--- config.mk ---
export PLATFORM = sky130hd
export DESIGN_NAME = bus_arbiter
export DESIGN_NICKNAME = d
export VERILOG_FILES = /design/src/rtl/bus_pkg.sv /design/src/rtl/arb_picker.sv /design/src/rtl/bus_arbiter.sv
export SDC_FILE = /design/constraint.sdc
export NUM_CORES = 1
export LEC_CHECK = 0
export BUFFER_PORTS_ARGS = -buffer_cell sky130_fd_sc_hd__buf_4
export CAP_MARGIN = 20
export CORE_AREA = 5 5 42 44
export CTS_CLUSTER_DIAMETER = 30
export DETAILED_ROUTE_END_ITERATION = 6
export DIE_AREA = 0 0 47 49
export PLACE_DENSITY = 0.61
export SLEW_MARGIN = 20
export SYNTH_ARGS = -nofsm -noshare
export SYNTH_HDL_FRONTEND = slang
export SYNTH_SLANG_ARGS = --single-unit
--- constraint.sdc ---
create_clock -name clk -period 2 [get_ports clk]
set_input_delay 0.1 -clock clk [delete_from_list [all_inputs] [get_ports clk]]
set_output_delay 0.1 -clock clk [all_outputs]
set_load 0.02 [all_outputs]
--- src/rtl/bus_pkg.sv ---
// Shared types and defaults for the serial system bus arbiter.
package bus_pkg;

    localparam int DEF_NUM_MASTERS = 2;
    localparam int DEF_ID_W        = $clog2(DEF_NUM_MASTERS);

    typedef logic [DEF_ID_W-1:0] master_id_t;

    typedef enum logic [1:0] {
        IDLE   = 2'd0,
        GRANT  = 2'd1,
        RESUME = 2'd2
    } arb_state_t;

endpackage

--- src/rtl/arb_picker.sv ---
// Combinational winner selection over the eligible request vector.
// BUS_ARB_RR_EN selects round-robin (search from rr_ptr+1); otherwise lowest index wins.
module arb_picker
    import bus_pkg::*;
#(
    parameter int NUM_MASTERS = DEF_NUM_MASTERS,
    parameter int ID_W        = $clog2(NUM_MASTERS)
) (
    input  logic [NUM_MASTERS-1:0] eligible,
`ifdef BUS_ARB_RR_EN
    input  logic [ID_W-1:0]        rr_ptr,
`endif
    output logic                   valid,
    output logic [ID_W-1:0]        idx
);

`ifdef BUS_ARB_RR_EN
    // Scan from the farthest candidate back to rr_ptr+1 so the nearest one is assigned last.
    always_comb begin
        int cand;
        cand  = 0;
        valid = |eligible;
        idx   = '0;
        for (int k = NUM_MASTERS; k >= 1; k--) begin
            cand = (int'(rr_ptr) + k) % NUM_MASTERS;
            if (eligible[cand]) begin
                idx = ID_W'(cand);
            end
        end
    end
`else
    always_comb begin
        valid = |eligible;
        idx   = '0;
        for (int i = NUM_MASTERS - 1; i >= 0; i--) begin
            if (eligible[i]) begin
                idx = ID_W'(i);
            end
        end
    end
`endif

endmodule

--- src/rtl/bus_arbiter.sv ---
// Central bus arbiter: single owner grant, mux select and split-read parking/resume.
// Define BUS_ARB_RR_EN for round-robin selection; default is fixed priority.
module bus_arbiter
    import bus_pkg::*;
#(
    parameter int NUM_MASTERS = DEF_NUM_MASTERS,
    parameter int ID_W        = $clog2(NUM_MASTERS)
) (
    input  logic                   clk,
    input  logic                   rst,
    input  logic [NUM_MASTERS-1:0] breq,
    output logic [NUM_MASTERS-1:0] bgrant,
    output logic [NUM_MASTERS-1:0] split,
    output logic [ID_W-1:0]        msel,
    output logic                   bus_busy,
    input  logic                   split_req,
    input  logic                   split_done,
    output logic                   split_err
);

    arb_state_t             state_reg;
    logic [ID_W-1:0]        owner_reg;
    logic [ID_W-1:0]        msel_reg;
    logic [NUM_MASTERS-1:0] bgrant_reg;
    logic                   split_pend_reg;
    logic [ID_W-1:0]        split_id_reg;
    logic                   resume_rdy_reg;
    logic                   split_err_reg;

    logic [NUM_MASTERS-1:0] eligible;
    logic [NUM_MASTERS-1:0] pick_onehot;
    logic [NUM_MASTERS-1:0] split_onehot;
    logic                   pick_valid;
    logic [ID_W-1:0]        pick_idx;
    logic                   split_accept;

    genvar gi;
    generate
        for (gi = 0; gi < NUM_MASTERS; gi++) begin : g_master
            assign split_onehot[gi] = split_pend_reg && (split_id_reg == ID_W'(gi));
            assign eligible[gi]     = breq[gi] & ~split_onehot[gi];
            assign pick_onehot[gi]  = (pick_idx == ID_W'(gi));
        end
    endgenerate

`ifdef BUS_ARB_RR_EN
    logic [ID_W-1:0] rr_ptr_reg;

    always_ff @(posedge clk or posedge rst) begin
        if (rst) begin
            rr_ptr_reg <= '0;
        end else if (state_reg == IDLE && !(split_pend_reg && resume_rdy_reg) && pick_valid) begin
            rr_ptr_reg <= pick_idx;
        end
    end
`endif

    arb_picker #(
        .NUM_MASTERS (NUM_MASTERS),
        .ID_W        (ID_W)
    ) u_picker (
        .eligible (eligible),
`ifdef BUS_ARB_RR_EN
        .rr_ptr   (rr_ptr_reg),
`endif
        .valid    (pick_valid),
        .idx      (pick_idx)
    );

    assign split_accept = (state_reg == GRANT) && split_req && !split_pend_reg;

    always_ff @(posedge clk or posedge rst) begin
        if (rst) begin
            state_reg      <= IDLE;
            owner_reg      <= '0;
            msel_reg       <= '0;
            bgrant_reg     <= '0;
            split_pend_reg <= 1'b0;
            split_id_reg   <= '0;
            resume_rdy_reg <= 1'b0;
            split_err_reg  <= 1'b0;
        end else begin
            split_err_reg <= split_req && split_pend_reg;

            // A done arriving with the split being recorded this cycle still counts.
            if (split_done) begin
                if (split_pend_reg || split_accept) begin
                    resume_rdy_reg <= 1'b1;
                end else begin
                    split_err_reg <= 1'b1;
                end
            end

            case (state_reg)
                IDLE: begin
                    if (split_pend_reg && resume_rdy_reg) begin
                        state_reg      <= RESUME;
                        resume_rdy_reg <= 1'b0;
                        split_pend_reg <= 1'b0;
                        owner_reg      <= split_id_reg;
                        msel_reg       <= split_id_reg;
                        bgrant_reg     <= split_onehot;
                    end else if (pick_valid) begin
                        state_reg  <= GRANT;
                        owner_reg  <= pick_idx;
                        msel_reg   <= pick_idx;
                        bgrant_reg <= pick_onehot;
                    end
                end
                GRANT: begin
                    if (split_accept) begin
                        split_pend_reg <= 1'b1;
                        split_id_reg   <= owner_reg;
                        bgrant_reg     <= '0;
                        state_reg      <= IDLE;
                    end else if (!breq[owner_reg]) begin
                        bgrant_reg <= '0;
                        state_reg  <= IDLE;
                    end
                end
                RESUME: begin
                    state_reg <= GRANT;
                end
                default: begin
                    state_reg  <= IDLE;
                    bgrant_reg <= '0;
                end
            endcase
        end
    end

    assign bgrant    = bgrant_reg;
    assign split     = split_onehot;
    assign msel      = msel_reg;
    assign bus_busy  = |bgrant_reg;
    assign split_err = split_err_reg;

endmodule
======== Word-level counts from Yosys, hierarchy flattened ========
Cells that the tools add are included.
operators by class
  $add $sub $neg .......................... 0
  multiply operators ...................... 0
  div/mod/pow operators ................... 0
  order comparisons ....................... 1
  equal/unequal tests ..................... 6
  shift operators ......................... 0
  muxes and demuxes ....................... 23
  bitwise logic cells ..................... 7
  reductions and logical operators ........ 18
operators by type and width
  cell                                                        count
  two-way mux 1 bit                                           14
  two-way mux 2 bit                                           6
  case mux 2 bit (3 select lines)                             2
  logical AND 1 bit                                           6
  != test 3 bit, second input constant                        2
  AND reduction 2 bit                                         3
  AND reduction 3 bit                                         2
  NOT 1 bit                                                   5
  != test 2 bit, second input constant                        2
  nonzero test 2 bit                                          2
  OR reduction 2 bit                                          2
  AND 1 bit                                                   2
  equality test 2 x 1 -> 1 bit, second input constant         1
  equality test 2 bit, second input constant                  1
  zero test 2 bit                                             1
  less-than comparator 1 x 2 -> 1 bit, second input constant  1
  case mux 1 bit (2 select lines)                             1
  zero test 1 bit                                             1
  logical OR 1 bit                                            1
word-level totals
  flip-flop bits (word level) ............. 9
  bits in latches ......................... 0
  bits in writable memories ............... 0
  ROM bits ................................ 0
  input bits .............................. 6
  word-level logic and storage cells ...... 62
  memories ................................ 0

======== Depth between registers and ports, before layout ========
  depth in word-level cells ............... 9
  gate-level depth with buffers ........... 5
  depth with buffers taken out ............ 4

======== Cells and area by module ========
Synthesis repeated with hierarchy kept, for this count alone.
second synthesis, totals
  cell total of the unflattened synthesis .. 56
  area total of the unflattened synthesis .. 523.0 um2
by module, submodules not included
  module       instances  cells each  area an instance (um2)  seq. area each (um2)
  bus_arbiter  1          54          510.5                   225.2
  arb_picker   1          2           12.5                    0.0

======== Worst setup path after synthesis ========
OpenSTA, ideal clock, no wires.
  kind .................................... flip-flop to flip-flop
  start ................................... reg, netlist name msel
  end ..................................... reg bgrant_reg[0], in the netlist bgrant[0]
  library setup time ...................... 120 ps
  arrival ................................. 1084 ps
  setup slack ............................. 796 ps
  cell stages (with the launch flop) ...... 5
  path buffers ............................ 0
  period minus slack after synthesis ...... 1204 ps
  cell sequence ........................... dfrtp_1 > mux2i_1 > a211oi_2 > nand2b_1 > a31o_1
RTL lines
  element                 line                source
  end signal: assignment  bus_arbiter.sv:102  bgrant_reg <= split_onehot;
  end signal: assignment  bus_arbiter.sv:107  bgrant_reg <= pick_onehot;
  end: declaration        bus_arbiter.sv:24   logic [NUM_MASTERS-1:0] bgrant_reg;

======== Worst setup path in the final report ========
  start ................................... reg split_pend_reg
  end ..................................... reg bgrant_reg[0], in the netlist bgrant[0]
on the way
  word-level cells in the longest chain between the ends .. 9
  elaborated cells on any way between the ends .. 20
RTL lines
  element                          line                source
  start: declaration               bus_arbiter.sv:25   logic split_pend_reg;
  start signal: assignment         bus_arbiter.sv:78   split_pend_reg <= 1'b0;
  start signal: assignment         bus_arbiter.sv:99   split_pend_reg <= 1'b0;
  start signal: assignment         bus_arbiter.sv:112  split_pend_reg <= 1'b1;
  logical AND 1 bit                bus_arbiter.sv:40   assign split_onehot[gi] = split_pend_reg && (split_id_reg == ID_W'(gi));
  NOT 1 bit                        bus_arbiter.sv:41   assign eligible[gi] = breq[gi] & ~split_onehot[gi];
  AND 1 bit                        bus_arbiter.sv:41
  two-way mux 1 bit (2 in a row)   arb_picker.sv:36    if (eligible[i]) begin
  NOT 1 bit                        bus_arbiter.sv:42   assign pick_onehot[gi] = (pick_idx == ID_W'(gi));
  two-way mux 2 bit                bus_arbiter.sv:103  end else if (pick_valid) begin
  two-way mux 2 bit                bus_arbiter.sv:96   if (split_pend_reg && resume_rdy_reg) begin
  case mux 2 bit (3 select lines)  bus_arbiter.sv:94   case (state_reg)
Parallel ways exist; a longest one is shown, timed or not. The select of a mux whose other input is x is not followed.
A chain may end at the register's enable or synchronous reset.

==> run summary <==
synth unique cells - 21
sequential-to-total area share from yosys stat - 46.2%
cts hold-fix bufs - 1
Seq cells post-synth - 9
Final period util - 65.6%
Slew Limit Fails - 0
drt pass-1 iters - 3
wire length of the first global-routing pass - 1790 microns
core area - 0.00140 sq mm
die area - 0.00230 sq mm
Root Buffer - clkbuf_4
Final setup viols - 0
fin nets - 74
Syn Std Cell Area - 488 sq um
Post-CTS Setup Inserts - 0
Worst Hold Class - in2reg
CP arrival - 1.47 ns
Clock Skews - 0.000985 ns
I/O Pins - 13
LEAKAGE - 0.293 nW
number of remaining DRC errors - 0
required time of the critical path - 2.16 ns
Sink Count - 9
Max Freq - 762 MHz
yosys warns - 0
clk slew on worst S/H paths - 0.06 ns
initial core utilization - 34.8%
Syn Nets - 57
Mean Syn Cell Area - 9.57 sq um
Detail Route Antenna Nets - 0
fraction of layout cells with a size suffix above 1 - 29.9%
post-DP HPWL - 815 microns
Mapped Cells - 51
Clock Path Buffers - 2
H-tree levels - 1
Area Growth Syn to Fin - 28.5%
total chip power - 0.00111 W
CTS buffer count - 3
total global-route track usage - 10.9%
grt ovf - 0
number of fill cells - 152
vias per inst - 5.07
CP Capture Type - register
minimum clock period - 1.31 ns
Worst Path Max Fanout - 12
Worst VDD drop - 0.000771 V
Rel. slew slack - 76.5%
Vias - 421
die height - 49 microns
initial antenna violation count - 0
Horiz. Die Dim - 47 microns
Slew @ Worst Pin - 0.352 ns
post-CTS resize count - 0
vias in the first global route - 413
Port Buffer Count - 12
Cell Rows - 14
Critical Path Start Type - register
pin count of the biggest net entering global routing - 13
RD Place Congestion - 0.724
FF+latch area - 225 sq um
power per cell area - 1770 mW/mm^2
Final Hold Fails - 0
status - completed
TritonCTS clock tree - done
DR WL/cell - 13.3 microns
RSZ-0062 raised after global routing - no
clk_lat worst skew - 0.27 ns
number of max-cap violations - 0
WL final - 1100 microns
multi-input logic area - 240 sq um
Antenna diodes - 0
DR iter-0 viols - 9
setup_tns - 0 ns
critical path type - reg2reg
-- synth_stat cells --
cell | number | area (sq um)
a211oi_2 | 1 | 12.5
a21boi_2 | 1 | 11.3
a21oi_1 | 4 | 20.0
a31o_1 | 1 | 8.76
and2_1 | 1 | 6.26
and2b_4 | 1 | 10.0
and3_1 | 1 | 6.26
buf_4 | 1 | 7.51
dfrtp_1 | 9 | 225
inv_1 | 4 | 15.0
mux2i_1 | 2 | 20.0
nand2_1 | 6 | 22.5
nand2b_1 | 1 | 6.26
nor2_1 | 1 | 3.75
nor2b_1 | 4 | 25.0
o211ai_1 | 1 | 7.51
o21ai_0 | 7 | 35.0
o21bai_1 | 1 | 7.51
o311ai_2 | 1 | 16.3
o31ai_1 | 2 | 15.0
or2_2 | 1 | 6.26
-- report_power, final --
group	switching [W]	internal [W]	leakage [nW]
clock network	0.0000701	0.0000773	0.0150
logic	0.000303	0.000275	0.170
registers	0.000109	0.000275	0.108
total	0.000483	0.000627	0.293
-- cell type report --
cell class	instances	share of cell area (%)
clock buffer	4	4.19
inverter	4	2.40
multi-input combinational	37	38.3
sequential	9	35.9
tap	16	3.19
timing repair buffer	13	16.0
-- per-layer routing --
| layer | track usage (%) | share of wire, % |
|---|---|---|
| met5 | 0 | 0 |
| met4 | 8.29 | 3.4 |
| met3 | 2.21 | 6.7 |
| met2 | 14.5 | 45 |
| met1 | 14.6 | 45 |
-- layout by cell type, fill, tap and decap left out --
master         instances
dlygate4sd3_1          1
or2_2                  1
a211oi_2               1
buf_4                 12
mux2i_1                2
clkbuf_1               1
o31ai_1                2
o21ai_0                7
and3_1                 1
inv_1                  4
a31o_1                 1
a21oi_1                4
and2b_4                1
nor2_1                 1
o21bai_1               1
o311ai_2               1
nand2b_1               1
and2_1                 1
a21boi_2               1
clkbuf_4               3
o211ai_1               1
dfrtp_1                9
nand2_1                6
nor2b_1                4
-- critical path, cell delays in order (launching register included) --
cell      delay, ns
dfrtp_1        0.54
inv_1          0.14
o21ai_0        0.23
a21boi_2       0.10
a31o_1         0.19
-- final timing paths --
check	from	end	slack, ns	depth (start not counted)
worst max register to register	split_pend_reg	bgrant[0]	0.69	4
worst min register to register	bgrant[0]	bgrant[0]	0.55	1
min in group asynchronous	rst	split_id_reg	0.35	3
worst max-delay path	split_pend_reg	bgrant[0]	0.69	4
worst min-delay path	split_done	resume_rdy_reg	0.07	3
max in group asynchronous	rst	state_reg[1]	1.40	3
-- metrics by stage --
stage	hold WS [ns]	util (%)	cell area, sq um	worst slack [ns]	cells
2_1_floorplan	-0.0721	-	488	0.796	51
3_3_place_gp	0.0996	42.1	591	0.755	78
3_5_place_dp	0.100	42.1	591	0.703	78
4_1_cts	0.0721	44.7	627	0.687	83
5_1_grt	0.0760	44.7	627	0.544	83
6_report	0.0675	44.7	627	0.688	83
-- logic make-up (layout without fill, tap and decap cells) --
family                 after synthesis  after routing  share of synthesized area, %
and+or+nand+nor                     16             16                          17.7
muxes                                2              2                          4.10
DFF                                  9              9                          46.2
AOI/OAI and AO/OA                   19             19                          27.4
buffers and inverters                5             21                          4.62
Note: power is estimated with default switching activity, not from simulation.
